**config.mk**
```make
export PLATFORM = sky130hd
export DESIGN_NAME = spi_pixel_receiver
export DESIGN_NICKNAME = d
export VERILOG_FILES = /design/src/rtl/spi_pixel_receiver.sv
export SDC_FILE = /design/constraint.sdc
export NUM_CORES = 1
export LEC_CHECK = 0
export CELL_PAD_IN_SITES_DETAIL_PLACEMENT = 0
export CELL_PAD_IN_SITES_GLOBAL_PLACEMENT = 2
export CORE_UTILIZATION = 46
export CTS_CLUSTER_SIZE = 10
export DETAILED_ROUTE_END_ITERATION = 10
export GPL_TIMING_DRIVEN = 0
export PLACE_DENSITY_LB_ADDON = 0.1
export SLEW_MARGIN = 0
export SYNTH_ARGS = -nofsm -noshare
export SYNTH_HDL_FRONTEND = slang
export SYNTH_SLANG_ARGS = --single-unit
```
**constraint.sdc**
```tcl
create_clock -name clk -period 7.65 [get_ports clk]
set_clock_uncertainty 0.2 [all_clocks]
set_input_delay 1.1475 -clock clk [delete_from_list [all_inputs] [get_ports clk]]
set_output_delay 1.1475 -clock clk [all_outputs]
set_load 0.03 [all_outputs]
```
**src/rtl/spi_pixel_receiver.sv**
```systemverilog
// spi_pixel_receiver: SPI pixel link receiver with RGB decode and AXI-stream output FIFO
module spi_pixel_receiver #(
  parameter int PIXEL         = 128*128,
  parameter int WORD_WIDTH    = 16,
  parameter bit DECODE_RGB444 = 1'b1,
  parameter int FIFO_DEPTH    = 4,
  parameter int TIMEOUT       = 64
) (
  input  logic        clk,
  input  logic        reset,
  input  logic        sck,
  input  logic        mosi,
  input  logic        startReceive,
  output logic        receiveRunning,
  output logic        overflow,
  output logic        m_axis_tvalid,
  input  logic        m_axis_tready,
  output logic        m_axis_tlast,
  output logic [15:0] m_axis_tdata
);
  localparam int BW = $clog2(WORD_WIDTH);
  localparam int PW = $clog2(PIXEL + 1);
  localparam int TW = $clog2(TIMEOUT) + 1;
  localparam int AW = $clog2(FIFO_DEPTH);
  typedef enum logic {IDLE, RECEIVE} state_t;
  state_t                state_q;
  logic [2:0]            sck_q;
  logic [1:0]            mosi_q;
  logic [WORD_WIDTH-1:0] shift_q, shift_d;
  logic [BW-1:0]         bit_q;
  logic [PW-1:0]         pix_q;
  logic [TW-1:0]         timer_q;
  logic                  push_q, push_last_q;
  logic [16:0]           mem_q [FIFO_DEPTH];
  logic [AW:0]           wr_q, rd_q;
  logic                  sck_rise, word_done, timed_out, full, empty, pop, push_ok;
  logic [15:0]           w16, dec_word;
  assign sck_rise  = sck_q[1] & ~sck_q[2];
  assign shift_d   = {shift_q[WORD_WIDTH-2:0], mosi_q[1]};
  assign word_done = state_q == RECEIVE && sck_rise && bit_q == BW'(WORD_WIDTH - 1);
  assign timed_out = state_q == RECEIVE && timer_q == TW'(TIMEOUT) && bit_q != '0;
  assign w16       = 16'(shift_q);
  assign dec_word  = (WORD_WIDTH == 16 && DECODE_RGB444) ? {4'h0, w16[15:12], w16[10:7], w16[4:1]} : w16;
  assign empty     = wr_q == rd_q;
  assign full      = wr_q[AW] != rd_q[AW] && wr_q[AW-1:0] == rd_q[AW-1:0];
  assign pop       = !empty && m_axis_tready;
  assign push_ok   = push_q && (!full || pop);
  assign m_axis_tvalid = !empty;
  assign {m_axis_tlast, m_axis_tdata} = mem_q[rd_q[AW-1:0]];
  // two-flop synchronisers plus one extra sck stage for rising-edge detection
  always_ff @(posedge clk or posedge reset)
    if (reset) begin
      sck_q  <= '0;
      mosi_q <= '0;
    end else begin
      sck_q  <= {sck_q[1:0], sck};
      mosi_q <= {mosi_q[0], mosi};
    end
  // frame FSM: bit/pixel counting, idle timeout, push staging and sticky overflow
  always_ff @(posedge clk or posedge reset)
    if (reset) begin
      state_q        <= IDLE;
      receiveRunning <= 1'b0;
      overflow       <= 1'b0;
      shift_q        <= '0;
      bit_q          <= '0;
      pix_q          <= '0;
      timer_q        <= '0;
      push_q         <= 1'b0;
      push_last_q    <= 1'b0;
    end else begin
      push_q <= word_done;
      if (word_done) push_last_q <= pix_q == PW'(PIXEL - 1);
      if (push_q && !push_ok) overflow <= 1'b1;
      if (state_q == IDLE) begin
        shift_q <= '0;
        timer_q <= '0;
        if (startReceive) begin
          state_q        <= RECEIVE;
          receiveRunning <= 1'b1;
          bit_q          <= '0;
          pix_q          <= '0;
          overflow       <= 1'b0;
        end
      end else begin
        timer_q <= sck_rise ? '0 : (timer_q == TW'(TIMEOUT) ? timer_q : timer_q + 1'b1);
        if (sck_rise) begin
          shift_q <= shift_d;
          bit_q   <= word_done ? '0 : bit_q + 1'b1;
          if (word_done) pix_q <= pix_q + 1'b1;
        end else if (timed_out) bit_q <= '0;
        if (push_q && push_last_q) begin
          state_q        <= IDLE;
          receiveRunning <= 1'b0;
        end
      end
    end
  // output FIFO; a simultaneous pop frees the slot a full-FIFO push needs
  always_ff @(posedge clk or posedge reset)
    if (reset) begin
      wr_q <= '0;
      rd_q <= '0;
      for (int i = 0; i < FIFO_DEPTH; i++) mem_q[i] <= '0;
    end else begin
      if (push_ok) begin
        mem_q[wr_q[AW-1:0]] <= {push_last_q, dec_word};
        wr_q                <= wr_q + 1'b1;
      end
      if (pop) rd_q <= rd_q + 1'b1;
    end
endmodule

```
# After elaboration in Yosys (flattened, before gate mapping)
# Cells that the tools add are included.
# word_totals
regBits,126
inputBits,6
out_inout_bits,20
# classes
order_cmp,3
addsub,5
muxes,29
n_eq_ne,11
n_bitwise,4
reduce_logical,19
# ops
operator,count
bitwise mux 68 bit,1
2-to-1 mux 15 bit,4
2-to-1 mux 17 bit,3
binary-select mux 17 bit (select 2 bit),1
demux 17 bit (select 2 bit),1
2-to-1 mux 16 bit,2
2-to-1 mux 7 bit,3
2-to-1 mux 4 bit,5
"adder 15 x 1 -> 15 bit, second input constant",1
"equality test 15 x 14 -> 1 bit, second input constant",1
logical AND 1 bit,10
2-to-1 mux 1 bit,9
"adder 7 x 1 -> 7 bit, second input constant",1
"equality test 7 bit, second input constant",1
"adder 3 x 1 -> 3 bit, second input constant",2
"greater-or-equal comparator 3 bit, second input constant",2
"!= test 2 x 1 -> 1 bit, second input constant",3
NOT 2 -> 3 bit,2
"adder 4 x 1 -> 4 bit, second input constant",1
"equality test 4 bit, second input constant",1
AND reduction 2 bit,2
nonzero test 4 bit,1
equality test 3 bit,1
zero test 1 bit,3
10 further kinds,10

# Longest topological paths before layout
# logic_depth
word_depth,10
ltp_mapped,7

# Worst setup path after synthesis
# No wires, ideal clock.
# synth_path
path_kind,flip-flop to output port
start,register rd_q[0]
end,output port m_axis_tdata[10]
path_stages_with_launch,4
arrival_time_ns,1.394
required_ns,6.303
path_slack_ns,4.909
path_cell_list,dfrtp_1 buf_6 buf_2 mux4_2
# synth_between
elab_chain_cells,4
# synth_rtl
item,line_no,rtl
start: declaration,35,"logic [AW:0] wr_q, rd_q;"
start signal: assignment,109,if (pop) rd_q <= rd_q + 1'b1;
NOT 2 -> 3 bit (not written as such),49,"assign {m_axis_tlast, m_axis_tdata} = mem_q[rd_q[AW-1:0]];"
binary-select mux 17 bit (select 2 bit),49,
2-to-1 mux 17 bit (not written as such) (2 in series),49,
end: declaration,19,output logic [15:0] m_axis_tdata
# No other way between the ends. The select of a mux whose other input is x is not followed.

# Worst setup path after layout
# layout_path
start,register rd_q[1]
end,output port m_axis_tdata[2]
# The elaborated chain is that of the path after synthesis.

==> summary.md <==
| Metric | Value |
|---|---|
| Drt pass-1 iters | 4 |
| Hold_buf cts | 0 |
| Status | completed |
| Post-cts sizing count | 0 |
| Setup CP Type | reg2out |
| DRC errors left | 0 |
| WL met1 | 4540 um |
| DR iter-0 viols | 100 |
| Rel. slew slack | 0.515 |
| Reg clk slew, reported paths | 0.11 ns |
| IO Pins | 26 |
| Port-buffer cells | 21 |
| RSZ-0062 raised after global routing | false |
| Vias | 2998 |
| Wire per inst | 17.2 um |
| Worst-Skew Late Latency | 0.39 ns |
| Crit-path max FO | 10 |
| CP startpoint | rd_q[1] |
| Final Hold Vio Count | 0 |
| Uppermost layer routed | met4 |
| Pwr dens | 237 mW/mm^2 |
| Max-slew violations | 0 |
| Max IR drop VDD | 160 uV |
| Crit path largest cell delay | 0.61 ns |
| Total Wirelength | 9560 um |
| Worst setup SP type | register |
| Synth warnings | 0 |
| WL met2 | 4530 um |
| RR Startpoint | rd_q[1] |
| Syn-to-layout area delta | 12.5% |
| Pin count of the biggest net entering global routing | 58 |
| Cell Rows | 38 |
| Met3 WL | 347 um |
| Cell taking the most area after synthesis | dfrtp_1 |
| Clock buffer depth | 2 |
| Cell leakage power | 2.83 nW |
| Die Width | 108 um |
| GR Overflow Total | 0 |
| ANT cells | 0 |
| Setup violations, final | 0 |
| Async S/R FF share, synth | 1.00 |
| Number of global-route vias before repair | 3042 |
| Die Area | 0.0116 mm^2 |
| Final HPWL DP | 6270 um |
| Layout cells sized above 1 | 0.251 |
| Root Driver | clkbuf_8 |
| Mapped Avg Cell Area | 13.7 um^2 |
| Min Clock Period, post-route | 3.95 ns |
| Setup Fix Bufs, Post-CTS | 0 |
| Synth unique cells | 49 |
| TritonCTS buffer count | 9 |
| Arr. time, crit path | 2.60 ns |
| Min-Delay Path Class | reg2reg |
| Yosys reg bits | 110 |
| Core ar. | 0.0108 mm^2 |
| Final period utilization | 0.516 |
| CP Capture Type | primary output |
| Die height | 108 um |
| Final antenna-violating net count | 0 |
| Hold_sp | mosi_q[0] |
| Post-Syn Area | 0.00513 mm^2 |
| Top cell type's share of synthesized area | 0.536 |
| Initial Utilization | 0.474 |
| Seq/Total Area, Yosys | 0.536 |
| Slew @ Worst Pin | 0.727 ns |
| Initial antenna violation count | 0 |
| Fin nets | 426 |
| CTS H-tree depth | 3 |
| Sum Neg Setup Slack | 0 ns |
| Gpl congestion | 0.708 |
| Clk sinks | 110 |
| EDFF count, synth | 0 |
| Synth Flop Type | dfrtp_1 |
| CP required | 6.30 ns |
| Tot GR Track Use | 0.186 |
| TritonCTS clock tree | done |
| Total design power | 1.37 mW |
| Max Fclk | 0.253 GHz |
| Via density | 5.40 |
| Syn Inst Count | 374 |
| First-pass GRT wire length | 15900 um |
| Worst-path cell with the longest stage delay | clkdlybuf4s50_1 |
| Max capacitance violation total | 0 |
| Cells along the critical path | buf_2 > buf_1 > mux4_2 > clkdlybuf4s50_1 |
| Ranking of synthesized cells by area | dfrtp_1 (54%), mux2_4 (11%), mux4_2 (4.8%) |
[layout make-up]
class	count	area, um^2
Multi-Input combinational cell	236	2220
Sequential cell	110	2750
Inverter	11	43.8
Fill cell	947	5060
Clock inverter	5	65.1
Clock buffer	11	151
Timing Repair Buffer	22	238
Buffer	20	134
Tap cell	140	175
[Yosys cell counts (2+ instances only)]
master and instances:
inv_1 11, nand2b_1 4, buf_6 5, and3_1 3
nor2_1 17, nand2_1 24, mux2_4 39, a31oi_1 3
mux2_2 14, o21ai_0 7, and4_1 2, nand4_1 3
xnor2_1 8, xor2_1 4, buf_2 4, xnor2_2 2
or4_1 4, o31ai_1 5, dfrtp_1 110, clkbuf_1 5
a21o_1 2, nor4_1 2, mux4_2 11, nand3_1 12
nand2_4 4, mux2i_1 4, mux4_1 2, a22o_1 17
a21oi_1 9, ha_1 10, buf_4 4, and2_1 3
nand3b_1 3, a41o_1 2
[through the flow]
step / util / area, um^2 / instances / worst slack (ns) / hold slack (ns)
finish: 0.533 / 5780 / 555 / 3.70 / 0.156
detailed placement: 0.513 / 5560 / 539 / 4.10 / 0.135
CTS: 0.533 / 5780 / 555 / 3.64 / 0.158
global placement: 0.510 / 5530 / 538 / 1.74 / 0.138
floorplan: - / 5150 / 377 / 3.40 / 0.131
global route: 0.533 / 5780 / 555 / 3.58 / 0.171
[worst paths after layout]
path / to / slack, ns / cells past startpoint
min reg2reg: mosi_q[1] / 0.16 / 0
max reg2reg: mem_q[51] / 5.47 / 6
max: m_axis_tdata[2] / 3.70 / 4
min in group asynchronous: mem_q[37] / 1.01 / 2
max in group asynchronous: wr_q[1] / 5.51 / 3
min: mosi_q[1] / 0.16 / 0
[placed cells by master (no fill, tap or decap), types with 4 or more instances in the layout]
master / synthesis / layout
o21ai_0: 7 / 7
inv_1: 11 / 10
buf_2: 4 / 4
buf_6: 5 / 5
xnor2_1: 8 / 8
a21oi_1: 9 / 9
mux2_4: 39 / 39
nand3_1: 12 / 12
clkbuf_1: 5 / 5
ha_1: 10 / 10
xor2_1: 4 / 4
nor2_1: 17 / 17
nand2_1: 24 / 24
clkbuf_8: 0 / 11
mux4_2: 11 / 11
or4_1: 4 / 4
conb_1: 1 / 4
clkdlybuf4s50_1: 0 / 21
dfrtp_1: 110 / 110
mux2_2: 14 / 14
nand2_4: 4 / 4
nand2b_1: 4 / 4
buf_4: 4 / 4
a22o_1: 17 / 17
mux2i_1: 4 / 4
o31ai_1: 5 / 5
[flip-flops by register name, indices dropped and copies added (netlist names)]
signal,flops
pix_q,15
push_last_q,1
overflow,1
push_q,1
receiveRunning,1
mem_q,52
rd_q,3
sck_q,3
mosi_q,2
timer_q,7
shift_q,16
state_q,1
bit_q,4
wr_q,3
[metal layers]
metal | up-vias | GRT usage
li1 | 1416 | -
met1 | 1528 | 0.235
met2 | 40 | 0.304
met3 | 14 | 0.0581
met4 | 0 | 0.0568
met5 | - | 0
[worst max-delay path, delay by kind of cell (launching register included)]
family / cells / cell delay [ns]
buffers and inverters: 3 / 1.43
muxes: 1 / 0.43
DFF: 1 / 0.36
[kinds of logic after synthesis]
logic type,after synthesis,share of synthesized area
multiplexers,70,0.211
flip-flops,110,0.536
adder cells (fa/ha/maj),10,0.0244
other,1,0.000730
buffers and inverters,31,0.0341
XOR/XNOR,14,0.0268
AND/OR/NAND/NOR,85,0.0875
AO/OA/AOI/OAI,53,0.0794
[power by group]
group          leakage [nW]  switching, mW  internal, mW
logic                  1.25          0.149         0.134
clock network         0.104          0.207         0.173
registers              1.48         0.0664         0.639
No activity file was read; power rests on OpenSTA's default activity.
